==> src/rtl/pipe_pkg.sv <==
// Shared definitions for the elastic pipeline stage registers: state encoding
// and the default bundle widths of the ID/EX, EX/MEM and MEM/WB stages.
package pipe_pkg;

  typedef enum logic [1:0] {
    ST_EMPTY = 2'd0,
    ST_ONE   = 2'd1,
    ST_FULL  = 2'd2
  } stage_state_e;

  localparam int IDEX_CTRL_W  = 16;
  localparam int IDEX_DATA_W  = 96;
  localparam int EXMEM_CTRL_W = 8;
  localparam int EXMEM_DATA_W = 69;
  localparam int MEMWB_CTRL_W = 4;
  localparam int MEMWB_DATA_W = 69;

endpackage

==> src/rtl/pipe_sat_counter.sv <==
// Saturating up-counter with synchronous clear, shared by the performance
// counters of the pipeline.
module pipe_sat_counter #(
  parameter int W = 16
) (
  input  logic         clk,
  input  logic         rst,
  input  logic         inc,
  input  logic         clr,
  output logic [W-1:0] count
);

  // Clear wins over increment; the count sticks at all-ones.
  always_ff @(posedge clk or posedge rst) begin
    if (rst) begin
      count <= '0;
    end else if (clr) begin
      count <= '0;
    end else if (inc && (count != {W{1'b1}})) begin
      count <= count + 1'b1;
    end
  end

endmodule

==> src/rtl/pipe_skid_stage.sv <==
// Elastic valid/ready pipeline stage with a main register and one skid entry,
// flush support and a saturating bubble counter.
module pipe_skid_stage
  import pipe_pkg::*;
#(
  parameter int CTRL_W              = IDEX_CTRL_W,
  parameter int DATA_W              = IDEX_DATA_W,
  parameter bit CLEAR_DATA_ON_FLUSH = 1'b1,
  parameter int CNT_W               = 16
) (
  input  logic              clk,
  input  logic              rst,
  input  logic              flush,
  input  logic              in_valid,
  output logic              in_ready,
  input  logic [CTRL_W-1:0] in_ctrl,
  input  logic [DATA_W-1:0] in_data,
  output logic              out_valid,
  input  logic              out_ready,
  output logic [CTRL_W-1:0] out_ctrl,
  output logic [DATA_W-1:0] out_data,
  input  logic              cnt_clr,
  output logic [CNT_W-1:0]  bubble_cnt
);

  stage_state_e      state, state_next;
  logic [CTRL_W-1:0] skid_ctrl;
  logic [DATA_W-1:0] skid_data;
  logic              in_fire, out_fire;
  logic              load_main_in, load_main_skid, load_skid;

  // Ready depends only on the registered state, breaking the out_ready path.
  assign in_ready  = (state != ST_FULL) & ~rst;
  assign out_valid = (state != ST_EMPTY);
  assign in_fire   = in_valid & in_ready;
  assign out_fire  = out_valid & out_ready;

  always_ff @(posedge clk or posedge rst) begin
    if (rst) state <= ST_EMPTY;
    else     state <= state_next;
  end

  always_comb begin
    state_next     = state;
    load_main_in   = 1'b0;
    load_main_skid = 1'b0;
    load_skid      = 1'b0;
    if (flush) begin
      state_next = ST_EMPTY;
    end else begin
      case (state)
        ST_EMPTY: begin
          if (in_fire) begin
            load_main_in = 1'b1;
            state_next   = ST_ONE;
          end
        end
        ST_ONE: begin
          if (in_fire && out_fire) begin
            load_main_in = 1'b1;
          end else if (in_fire) begin
            load_skid  = 1'b1;
            state_next = ST_FULL;
          end else if (out_fire) begin
            state_next = ST_EMPTY;
          end
        end
        ST_FULL: begin
          if (out_fire) begin
            load_main_skid = 1'b1;
            state_next     = ST_ONE;
          end
        end
        default: state_next = ST_EMPTY;
      endcase
    end
  end

  // Control is always scrubbed on flush so a discarded entry can never
  // trigger side effects; data scrubbing is optional.
  always_ff @(posedge clk or posedge rst) begin
    if (rst) begin
      out_ctrl  <= '0;
      out_data  <= '0;
      skid_ctrl <= '0;
      skid_data <= '0;
    end else if (flush) begin
      out_ctrl  <= '0;
      skid_ctrl <= '0;
      if (CLEAR_DATA_ON_FLUSH) begin
        out_data  <= '0;
        skid_data <= '0;
      end
    end else begin
      if (load_main_in) begin
        out_ctrl <= in_ctrl;
        out_data <= in_data;
      end else if (load_main_skid) begin
        out_ctrl <= skid_ctrl;
        out_data <= skid_data;
      end
      if (load_skid) begin
        skid_ctrl <= in_ctrl;
        skid_data <= in_data;
      end
    end
  end

  pipe_sat_counter #(
    .W(CNT_W)
  ) u_bubble_cnt (
    .clk  (clk),
    .rst  (rst),
    .inc  (~out_valid),
    .clr  (cnt_clr),
    .count(bubble_cnt)
  );

endmodule

==> config.mk <==
export PLATFORM = sky130hd
export DESIGN_NAME = pipe_skid_stage
export DESIGN_NICKNAME = d
export VERILOG_FILES = /design/src/rtl/pipe_pkg.sv /design/src/rtl/pipe_sat_counter.sv /design/src/rtl/pipe_skid_stage.sv
export SDC_FILE = /design/constraint.sdc
export NUM_CORES = 1
export LEC_CHECK = 0
export CORE_ASPECT_RATIO = 0.7
export CORE_MARGIN = 4
export CORE_UTILIZATION = 45
export CTS_CLUSTER_SIZE = 8
export DETAILED_ROUTE_END_ITERATION = 12
export GPL_ROUTABILITY_DRIVEN = 0
export HOLD_SLACK_MARGIN = 0.1
export PLACE_DENSITY = 0.74
export SLEW_MARGIN = 20
export SYNTH_ARGS = -nofsm -noshare
export SYNTH_HDL_FRONTEND = slang
export SYNTH_HIERARCHICAL = 1
export SYNTH_SLANG_ARGS = --single-unit
export TNS_END_PERCENT = 100
==> constraint.sdc <==
create_clock -name clk -period 17.9 [get_ports clk]
set_input_delay 1.79 -clock clk [delete_from_list [all_inputs] [get_ports clk]]
set_output_delay 1.79 -clock clk [all_outputs]
set_load 0.1 [all_outputs]
After elaboration in Yosys (flattened, before gate mapping)
Index checks and enable logic that the tools add are counted.

Bits in registers: 242.

Add/subtract/negate cells: 1. Equality and inequality tests: 8. Mux-type cells: 29. Bitwise logic cells: 5. Reductions and logical operators: 8.

Operators by type and width (count): $mux 96 (5); $mux 16 (7); $add 16x1->16 const B (1); $ne 16x16->1 const B (1); $mux 2 (6); $mux 1 (9); $ne 3x3->1 const B (3); $pmux 2 s3 (1); $reduce_bool 2->1 (3); $ne 4x4->1 const B (1); $reduce_and 4->1 (1); $and 1x1->1 (3); $reduce_bool 3->1 (1); $eq 2x1->1 const B (1); $eq 2x2->1 const B (1); $logic_and 1x1->1 (2); $logic_not 2->1 (1); $ne 2x2->1 const B (1); $not 1->1 (2); $pmux 1 s2 (1).

Logic depth before layout (Yosys ltp)
Depth after elaboration: 9. Gate-level depth with buffers: 7. Gate-level depth less buffers: 6.

Cells and area by module
The synthesis kept the hierarchy.

Modules (own cells, without submodules): pipe_skid_stage (times used 1, cells an instance 756, area each 9176.3 um2); pipe_sat_counter (times used 1, cells an instance 101, area each 932.1 um2).

Worst setup path after synthesis
OpenSTA, ideal clock, no wires.

Path type: input port to output port. From: input port rst. To: output port in_ready. Arrival: 3.251 ns. Path slack: 12.859 ns. Stages on the path: 1. Path buffers: 0. Path through: a21oi_1.

Longest elaborated chain between the ends: 2.

Ends and longest elaborated chain: start: declaration (line pipe_skid_stage.sv:12) `input logic rst,`; $not 1->1 (line pipe_skid_stage.sv:33) `assign in_ready = (state != ST_FULL) & ~rst;`; $and 1x1->1 (line pipe_skid_stage.sv:33); end: declaration (line pipe_skid_stage.sv:15) `output logic in_ready,`.

Every way passes these cells.

Worst setup path in the final report
Same ends and word-level chain as after synthesis.

==> results.yml <==
synthesis:
  synth_edf_count: 0
  yosys.area.top_type_share: 0.599
  netlist.top_cell.by_area: "dfrtp_1"
  synth_area_leaders: "dfrtp_1 60%, mux2i_1 11%, a22o_1 9.7%"
  avgSynthCellArea_sq_um: 11.8
  synthesis.area_sq_um: 10100
  synthesis.nets: 976
  synthesis.instances: 857
  synthesis_warning_total: 6
  ys_seq_area_frac: 0.599
  synth-async-reset-ratio: 1.00
  main_synth_ff_type: "dfrtp_1"
  synthMostInstantiatedCell: "dfrtp_1"
  ys_ff_latch: 242
  synth_cell_types: 42
  synth_common_cells: "242 x dfrtp_1, 118 x nand2_1, 114 x mux2i_1, 113 x o21ai_1, 112 x a22o_1"
sta:
  hold_violations: 0
  post-route-period-util: 0.312
  fin_tns_setup_ps: 0
  slew_viol_final: 0
  setup-violations-final: 0
  worst-slew-pin-transition_ps: 1140
  rsz_0062_raised_after_global_routing: "false"
  finClkSkew_ps: 10.8
  finalWorstSetupSlack_ps: 12310
  final.hold.worst_slack_ps: 478
  worst_slew_margin_rel: 0.243
  max_fclk_ghz: 0.179
  period_minus_slack_ps: 5590
worst_setup_path:
  highest_cell_delay_on_the_worst_timing_path_ps: 1190
  cp-end-kind: "output port"
  crit_arrival_ps: 3800
  cells_traversed_along_the_worst_timing_path: "clkdlybuf4s50_1 > a21oi_1 > clkdlybuf4s50_1"
  cp_slowest_cell: "clkdlybuf4s50_1"
  critical_path_buf_inv_count: 2
  worst_r2r_endpoint: "skid_data[19]"
  critPathKind: "in -> out"
  cp_max_fo: 6
  ff2ff_setup_slack_ps: 15130
  critical-path-top-cell-by-count: "clkdlybuf4s50_1"
  r2r_cells: 4
  startpoint_of_the_worst_slack_reg_to_reg_timing_path: "state[1]"
  critical_path_required_ps: 16110
  startpoint_type: "primary input"
  critPathTopFamily: "buffers and inverters"
drt:
  drt_drc_violations_left: 0
  route.met2.wl_microns: 11800
  detailed_route_wire_length_per_cell_microns: 19.9
  postRouteWirelength_microns: 27200
  drt-initial-drc-count: 631
  top_signal_layer_used: "met5"
  drt-pass1-iter-count: 5
  met3WireLength_microns: 2230
  ant_nets: 0
  route.layer.met1.wl_microns: 12700
  dr_total_vias: 7847
  viasPerCell: 5.73
floorplanning:
  core.rowCount: 45
  fp.dieW_microns: 187
  die_h_microns: 133
  design.die.area_sq_um: 25000
  fp.coreArea_sq_um: 21900
  ioPinCount: 248
  initial_utilization: 0.462
cells_and_area:
  fin_nets: 1206
  layoutNonFillerInstCount: 1369
  area_growth_syn_to_layout_pct: 35.4
  finalCoreUtilization: 0.625
  final_layout_size_suffix_gt1_frac: 0.0580
  antennaDiodeCount: 0
clocking:
  worst_skew_pair.late_latency_ps: 480
  number_of_sinks_driven_by_the_clock_tree: 242
  post_cts_buffers: 0
  cts_tree: "yes"
  cts.root.buffer_cell: "clkbuf_16"
  cts_inserted_buffers: 36
  ctsHtreeMaxLevel: 2
  cts_resized: 0
  ctsLongestPathBuffers: 3
  hold_buffers: 0
  path_clk_slew_ps: 50
global_route:
  grt_pass1_wl_microns: 43700
  grt_overflow: 0
  number_of_global_route_vias_before_repair: 7957
  antenna_found_initial: 2
  global_route_usage_over_all_layers: 0.213
  grt_max_degree: 90
power_and_ir_drop:
  power.ir.vdd_worst_v: 0.0000679
  power.share.combinational: 0.159
  cellLeakagePower_nw: 6.40
  power.share.sequential: 0.418
  share_clk_of_total_power: 0.423
  internal_power_mw: 0.987
  power_per_cell_area_nw_per_um2: 100
  sw_frac_of_total: 0.280
  total_switching_power_mw: 0.383
placement:
  pre_cts_ws_ps: 12280
  dpl.hpwl_microns: 17000
  port-buffer-count: 247
  placedCellCount: 1331
job:
  cap_violations: 0
outcome:
  outcome: "complete, no violations"
worst_hold_path:
  hp-class: "reg -> reg"
  worstHoldPathCells: 2
  worstHoldEndpoint: "out_data[36]"
  holdCritStartpoint: "out_data[36]"
==> routing by layer <==
layer	GRT usage	up-vias
met5	0	-
met2	0.309	272
li1	-	3569
met1	0.318	3959
met3	0.0608	43
met4	0.0509	4
==> final cells by class <==
class	count	area, sq um
Timing Repair Buffer	257	2550
Fill cell	1740	8220
Clock buffer	37	926
Inverter	7	33.8
Tap cell	282	353
Clock inverter	1	8.76
Multi-Input combinational cell	543	3750
Sequential cell	242	6060
==> stage by stage <==
stage,area [sq um],power (mW)
floorplan,10100,0.725
global placement,12700,0.799
detailed placement,12700,0.801
CTS,13700,1.39
global route,13700,1.42
finish,13700,1.37
==> worst max-delay path by stage <==
stage | start | end | slack [ps] | cells after the start
floorplan | rst | out_ctrl[0] | 9920 | 1
global placement | rst | in_ready | 12290 | 3
detailed placement | rst | in_ready | 12280 | 3
CTS | rst | in_ready | 12280 | 3
global route | rst | in_ready | 12250 | 3
finish | rst | in_ready | 12310 | 3
==> cells by family (layout without fill, tap and decap cells) <==
group | count (synthesis) | in the layout | share of synthesized area
adder cells (fa/ha/maj) | 1 | 1 | 0.00124
multiplexers | 116 | 116 | 0.115
flip-flops | 242 | 242 | 0.599
buffers and inverters | 72 | 302 | 0.0326
AO/OA/AOI/OAI | 255 | 255 | 0.173
AND/OR/NAND/NOR | 171 | 171 | 0.0791
==> cell usage in the layout (no fill, tap or decap), drive strengths merged, types with 2 or more instances in the layout <==
master	synthesis	layout
or2	2	2
nand2	118	118
dfrtp	242	242
nor2b	4	4
inv	7	7
buf	53	10
nor3	4	4
mux2i	114	114
mux2	2	2
nand3	7	7
clkdlybuf4s50	0	247
clkbuf	11	37
nor4	3	3
or4	8	8
or3	7	7
o31ai	5	5
o41ai	2	2
nand4	5	5
nor2	5	5
o21ai	118	118
a21oi	14	14
a22o	112	112
nand2b	3	3
==> registers in the layout (all words and copies together) (netlist names) <==
signal,flops
out_ctrl,16
state,2
skid_ctrl,16
u_bubble_cnt/count,16
skid_data,96
out_data,96
==> power groups by stage <==
stage / sequential (mW) / combinational [mW] / clock, mW
after floorplan: 0.665 / 0.0599 / 0
after global placement: 0.581 / 0.219 / 0
after detailed placement: 0.581 / 0.220 / 0
after CTS: 0.573 / 0.220 / 0.593
after global routing: 0.574 / 0.229 / 0.616
final: 0.573 / 0.218 / 0.580
==> worst reg2reg max path, stage by stage (launching register included) <==
cell     delay, ps
dfrtp_1        450
nor3b_2        540
and3_4         500
buf_4          880
a22o_1         320
Note: power is estimated with default switching activity, not from simulation.
